File: src/rtl/board_cursor_attack_ctrl.sv
// -----------------------------------------------------------------------------
// board_cursor_attack_ctrl
//
// Cursor and attack-commit controller for an N x N turn-based board game with
// up to P players. It moves the active player's cursor from the debounced
// buttons and checks a manual attack against the board. When the turn times
// out, it places an automatic attack on the first empty cell at or after a
// random start index.
//
// Ports
//   clk           system clock
//   rst           asynchronous, active-low reset
//   move_fwd      button level; a rising edge moves the cursor +1 (wraps)
//   move_back     button level; a rising edge moves the cursor -1 (wraps)
//   attack        button level; a rising edge commits an attack at the cursor
//   timeout       single-cycle pulse from the turn timer
//   rand_idx      random cell index, sampled on timeout
//   en_attack     one-hot turn enable (zero or multi-hot = nobody active)
//   board         flattened board, cell i at [i*CELL_W +: CELL_W], 0 = empty
//   row, col      cursor position (combinational from the cursor register)
//   end_attack    one-cycle pulse on the bit of the player whose attack landed
//   attack_idx    cell index of the accepted attack, valid with end_attack
//   attack_reject one-cycle pulse when a manual attack hits an occupied cell
//   board_full    one-cycle pulse when the timeout scan finds no empty cell
// -----------------------------------------------------------------------------
module board_cursor_attack_ctrl #(
    parameter  int N      = 3,
    parameter  int P      = 2,
    parameter  int CELL_W = 2,
    localparam int CELLS  = N * N,
    localparam int IDX_W  = $clog2(CELLS),
    localparam int POS_W  = $clog2(N)
) (
    input  logic                      clk,
    input  logic                      rst,
    input  logic                      move_fwd,
    input  logic                      move_back,
    input  logic                      attack,
    input  logic                      timeout,
    input  logic [IDX_W-1:0]          rand_idx,
    input  logic [P-1:0]              en_attack,
    input  logic [CELLS*CELL_W-1:0]   board,
    output logic [POS_W-1:0]          row,
    output logic [POS_W-1:0]          col,
    output logic [P-1:0]              end_attack,
    output logic [IDX_W-1:0]          attack_idx,
    output logic                      attack_reject,
    output logic                      board_full
);

    localparam logic [IDX_W-1:0] LAST_IDX = IDX_W'(CELLS - 1);
    localparam logic [IDX_W-1:0] ONE_IDX  = IDX_W'(1);
    localparam logic [IDX_W-1:0] N_IDX    = IDX_W'(N);

    typedef enum logic [1:0] {
        S_IDLE,
        S_SCAN,
        S_DONE
    } state_e;

    state_e           state_q;
    logic [IDX_W-1:0] cursor_q;
    logic [IDX_W-1:0] scan_q;
    logic [IDX_W-1:0] cnt_q;
    logic [P-1:0]     player_q;
    logic [P-1:0]     end_attack_q;
    logic [IDX_W-1:0] attack_idx_q;
    logic             reject_q;
    logic             full_q;

    // Previous button levels for rising-edge detection.
    logic             fwd_q;
    logic             back_q;
    logic             atk_q;

    logic             fwd_edge;
    logic             back_edge;
    logic             atk_edge;
    logic             en_valid;
    logic [CELLS-1:0] occupied;
    logic [IDX_W-1:0] move_cursor_d;
    logic [IDX_W-1:0] scan_next_d;
    logic [IDX_W-1:0] scan_start_d;

    // -------------------------------------------------------------------------
    // Combinational helpers
    // -------------------------------------------------------------------------
    // NOTE: every signal assigned here gets a default first, so no path can
    // leave a value unassigned and infer a latch.
    always_comb begin
        fwd_edge  = move_fwd  & ~fwd_q;
        back_edge = move_back & ~back_q;
        atk_edge  = attack    & ~atk_q;
        en_valid  = $onehot(en_attack);

        // One occupancy bit per cell; any non-zero cell value is occupied.
        occupied = '0;
        for (int i = 0; i < CELLS; i++) begin
            occupied[i] = |board[i*CELL_W +: CELL_W];
        end

        // Cursor after a button move; simultaneous fwd and back cancel out.
        move_cursor_d = cursor_q;
        if (fwd_edge && !back_edge) begin
            move_cursor_d = (cursor_q == LAST_IDX) ? '0 : cursor_q + ONE_IDX;
        end else if (back_edge && !fwd_edge) begin
            move_cursor_d = (cursor_q == '0) ? LAST_IDX : cursor_q - ONE_IDX;
        end

        scan_next_d = (scan_q == LAST_IDX) ? '0 : scan_q + ONE_IDX;

        // An out-of-range random index folds back once: rand_idx - CELLS.
        scan_start_d = rand_idx;
        if (rand_idx > LAST_IDX) begin
            scan_start_d = rand_idx - LAST_IDX - ONE_IDX;
        end
    end

    // -------------------------------------------------------------------------
    // Button edge registers: they track the raw levels in every state, so a
    // button held through a busy phase or an enable change never re-fires.
    // -------------------------------------------------------------------------
    // NOTE: sequential state uses non-blocking assignments only, so every
    // flop samples the values from before the clock edge.
    always_ff @(posedge clk or negedge rst) begin
        if (!rst) begin
            fwd_q  <= 1'b0;
            back_q <= 1'b0;
            atk_q  <= 1'b0;
        end else begin
            fwd_q  <= move_fwd;
            back_q <= move_back;
            atk_q  <= attack;
        end
    end

    // -------------------------------------------------------------------------
    // Control FSM with registered outputs
    // -------------------------------------------------------------------------
    // NOTE: every control flop, including scan index, counter and latched
    // player, is in the async reset, so a reset mid-scan leaves no stale
    // state behind.
    always_ff @(posedge clk or negedge rst) begin
        if (!rst) begin
            state_q      <= S_IDLE;
            cursor_q     <= '0;
            scan_q       <= '0;
            cnt_q        <= '0;
            player_q     <= '0;
            end_attack_q <= '0;
            attack_idx_q <= '0;
            reject_q     <= 1'b0;
            full_q       <= 1'b0;
        end else begin
            // Result outputs are pulses: cleared unless set below this cycle.
            end_attack_q <= '0;
            attack_idx_q <= '0;
            reject_q     <= 1'b0;
            full_q       <= 1'b0;

            case (state_q)
                S_IDLE: begin
                    // Priority: timeout > attack edge > move edge.
                    if (en_valid) begin
                        if (timeout) begin
                            scan_q   <= scan_start_d;
                            cnt_q    <= '0;
                            player_q <= en_attack;
                            state_q  <= S_SCAN;
                        end else if (atk_edge) begin
                            if (!occupied[cursor_q]) begin
                                end_attack_q <= en_attack;
                                attack_idx_q <= cursor_q;
                                state_q      <= S_DONE;
                            end else begin
                                reject_q <= 1'b1;
                            end
                        end else begin
                            cursor_q <= move_cursor_d;
                        end
                    end
                end

                S_SCAN: begin
                    // One cell per cycle; the player latched at timeout is
                    // credited even if the enable has moved on since.
                    if (!occupied[scan_q]) begin
                        end_attack_q <= player_q;
                        attack_idx_q <= scan_q;
                        cursor_q     <= scan_q;
                        state_q      <= S_DONE;
                    end else if (cnt_q == LAST_IDX) begin
                        full_q  <= 1'b1;
                        state_q <= S_IDLE;
                    end else begin
                        scan_q <= scan_next_d;
                        cnt_q  <= cnt_q + ONE_IDX;
                    end
                end

                S_DONE: begin
                    // Gap cycle after a commit; all requests are dropped.
                    state_q <= S_IDLE;
                end

                default: begin
                    state_q <= S_IDLE;
                end
            endcase
        end
    end

    // -------------------------------------------------------------------------
    // Outputs
    // -------------------------------------------------------------------------
    assign row           = POS_W'(cursor_q / N_IDX);
    assign col           = POS_W'(cursor_q % N_IDX);
    assign end_attack    = end_attack_q;
    assign attack_idx    = attack_idx_q;
    assign attack_reject = reject_q;
    assign board_full    = full_q;

endmodule

File: config.mk
export PLATFORM = sky130hd
export DESIGN_NAME = board_cursor_attack_ctrl
export DESIGN_NICKNAME = d
export VERILOG_FILES = /design/src/rtl/board_cursor_attack_ctrl.sv
export SDC_FILE = /design/constraint.sdc
export NUM_CORES = 1
export LEC_CHECK = 0
export ABC_AREA = 1
export BUFFER_PORTS_ARGS = -buffer_cell sky130_fd_sc_hd__buf_2
export CAP_MARGIN = 20
export CELL_PAD_IN_SITES_DETAIL_PLACEMENT = 0
export CELL_PAD_IN_SITES_GLOBAL_PLACEMENT = 1
export CORE_MARGIN = 1.5
export CORE_UTILIZATION = 38
export DETAILED_ROUTE_END_ITERATION = 7
export PLACE_DENSITY_LB_ADDON = 0.1
export SKIP_CTS_REPAIR_TIMING = 1
export SYNTH_ARGS = -nofsm -noshare
export SYNTH_HDL_FRONTEND = slang
export SYNTH_SLANG_ARGS = --single-unit
File: constraint.sdc
create_clock -name clk -period 2.2 [get_ports clk]
set_clock_uncertainty 0.1 [all_clocks]
set_input_delay 0.11 -clock clk [delete_from_list [all_inputs] [get_ports clk]]
set_output_delay 0.11 -clock clk [all_outputs]
set_load 0.01 [all_outputs]
==> summary.txt <==
DRC - 0
Slew @ Worst Pin - 0.612 ns
LEAKAGE - 1.35 nW
RSZ-0062 raised after global routing - true
Compound-Gate Fraction of Synth Area - 8.58%
Top-area cell type share of the netlist area - 34.3%
Starting Density - 39.0%
Cell depth of the worst flop-to-flop path - 10
CTS tree - done
N_diodes - 0
Status - finished with violations
Most common cell in the netlist - nand2_1
Die X-Extent - 75.0 µm
WS Path Type - reg2out
Overall power - 2.86 mW
Sequential area share after synthesis - 34.3%
Post-synthesis mux area share - 0%
Switch Pwr - 1.41 mW
Wire length of the first global-routing pass - 8050 µm
Adder-cell area share of the yosys netlist - 7.63%
Routed wire per std cell - 12.0 µm
Asr flop ratio synth - 100%
Clock group share of total power - 9.9%
Clock slew at reported path FFs - 0.10 ns
Worst hold path depth - 3
# clock sinks - 27
Die footprint - 5620 µm²
Worst hold slack - 0.0117 ns
Drt pass-1 iters - 4
Critical Path Start Type - flip-flop
Commonest cells post-synth - nand2_1, nor2_1, inv_1
Initial antenna violation count - 0
Cells after synthesis - 286
Simple-gate share of the synthesized area - 37.1%
Endpoint type of the worst setup path - primary output
Routed Antenna Nets - 0
Syn nets - 328
Dominant synthesized flop cell - dfrtp_1
Clk Latency, worst-skew pair - 0.27 ns
Post-Synth XOR/XNOR Area - 4.01%
Via count of the first global-routing pass - 1783
Headroom to the max-slew limit - 59.2%
Hold path start - en_attack[0]
Max cap viols - 0
Num CTS Buffers - 3
Largest net degree at the start of global routing - 28
YS warnings - 0
VDD IR max - 0.498 mV
Mean Syn Cell Area - 6.88 µm²
Layout cells sized above 1 - 26.0%
Pint - 1.46 mW
GP Congestion - 0.865
Fmax - 0.417 GHz
Root buffer cell - clkbuf_8
Top Ports - 42
Iteration-0 DRC Markers - 119
Final HPWL DP - 3740 µm
Final setup margin - -0.197 ns
Tcrit/Tclk final - 109%
Hold Crit Class - in2reg
# rows - 26
GRT Total Usage - 18.8%
Worst r2r src - cursor_q[1]
Power share of the combinational group - 63.6%
Synth top area cells - dfrtp_1, nand2_1, ha_1, nand3_1, nor2_1
Die Y - 75.0 µm
Core area - 5040 µm²
Total grt overflow - 0
Net Sw Frac - 49.2%
PD cells - 1150 nW/µm²
Final Slew Violations - 0
FF+latch count, synth - 27
Crit path DAT - 2.19 ns
Post-Place Worst Slack - 0.0207 ns
Vias per inst - 4.65
CTS max path bufs - 2
Area Overhead vs Synth - 26.3%
Final setup viols - 3
Mapped cell area - 1970 µm²
Endpoints failing hold - 0
Synth cell types - 25
Setup_tns - -0.382 ns
Crit-path max FO - 4
WP data required - 1.99 ns
Period minus WS final - 2.40 ns
Main combinational cell family by area after synthesis - simple AND/OR/NAND/NOR gates
Area leader, netlist - dfrtp_1
IO Port Bufs - 41
Failing checks - negative setup slack
H-tree Lvls - 1
Nets - 385
EDFF count, synth - 0
Worst Setup SP - cursor_q[2]
Via count - 1916
Final wirelength - 4930 µm
Reg power frac - 26.5%
## state kept, by name (all words and copies together) (netlist names), 2 cells and up
| name | count |
|---|---|
| end_attack | 2 |
| state_q | 2 |
| scan_q | 4 |
| cursor_q | 4 |
| attack_idx | 4 |
| player_q | 2 |
| cnt_q | 4 |
## metal layers
layer	routed length, µm	track usage, %	up-vias
met2	2470	32.4	34
met4	22	2.42	0
met5	0	0	-
met3	164	3.21	2
li1	-	-	1012
met1	2270	25.4	868
## final timing paths
kind	slack (ns)	endpoint
worst max-delay path	-0.20	col[1]
worst min-delay path	0.01	end_attack[0]
worst max register to register	0.21	cursor_q[2]
worst min register to register	0.39	player_q[0]
max in group asynchronous	1.32	state_q[0]
min in group asynchronous	0.27	atk_q
## worst max-delay path: stages (launching register included)
cell and delay [ns]:
dfrtp_1 0.44, nand2_4 0.11, inv_4 0.04, ha_4 0.15, inv_4 0.05, ha_4 0.13, o21ai_4 0.06, xor2_2 0.18
ha_2 0.20, a21oi_2 0.11, o21ai_2 0.11, nor2_1 0.15, a21oi_2 0.04, buf_2 0.14
## through the flow
stage | util (%) | instances | cell area [µm²]
floorplan | - | 286 | 1980
global placement | 45.8 | 400 | 2310
detailed placement | 45.8 | 400 | 2310
CTS | 46.7 | 404 | 2350
global route | 49.3 | 412 | 2480
finish | 49.3 | 412 | 2480
## cell families (layout without fill, tap and decap cells)
family          count (synthesis)  in the layout
compound gates                 29             29
flops                          27             27
xor+xnor                        9              9
buf+inv                        43             99
fa+ha+maj                      12             12
simple gates                  166            166
## cell usage in the layout (no fill, tap or decap), types with 3 or more instances in the layout
cell and n:
buf_2 41, buf_4 11, clkbuf_8 3, dfrtp_1 27
dlygate4sd3_1 4, ha_1 9, inv_1 29, inv_2 8
nand2_1 87, nand3_1 30, nor2_1 34, o21ai_0 14
o21ai_1 5, o21ai_2 3, xnor2_1 4, xor2_1 3
## layout make-up
cell class	count	area [µm²]
multi-input cells	216	1200
repair buffers	56	328
flip-flops and latches	27	676
inverters	39	151
clock buffers	3	41.3
clock inverters	1	5.00
fillers	527	2560
well taps	70	87.6
## power groups by stage
stage | combinational [mW] | clock [mW] | sequential, mW
after floorplan | 1.20 | 0 | 0.758
after global placement | 1.70 | 0 | 0.759
after detailed placement | 1.69 | 0 | 0.759
after CTS | 1.70 | 0.297 | 0.749
after global routing | 2.08 | 0.317 | 0.782
final | 1.82 | 0.283 | 0.760
(Power assumes the default switching activity.)
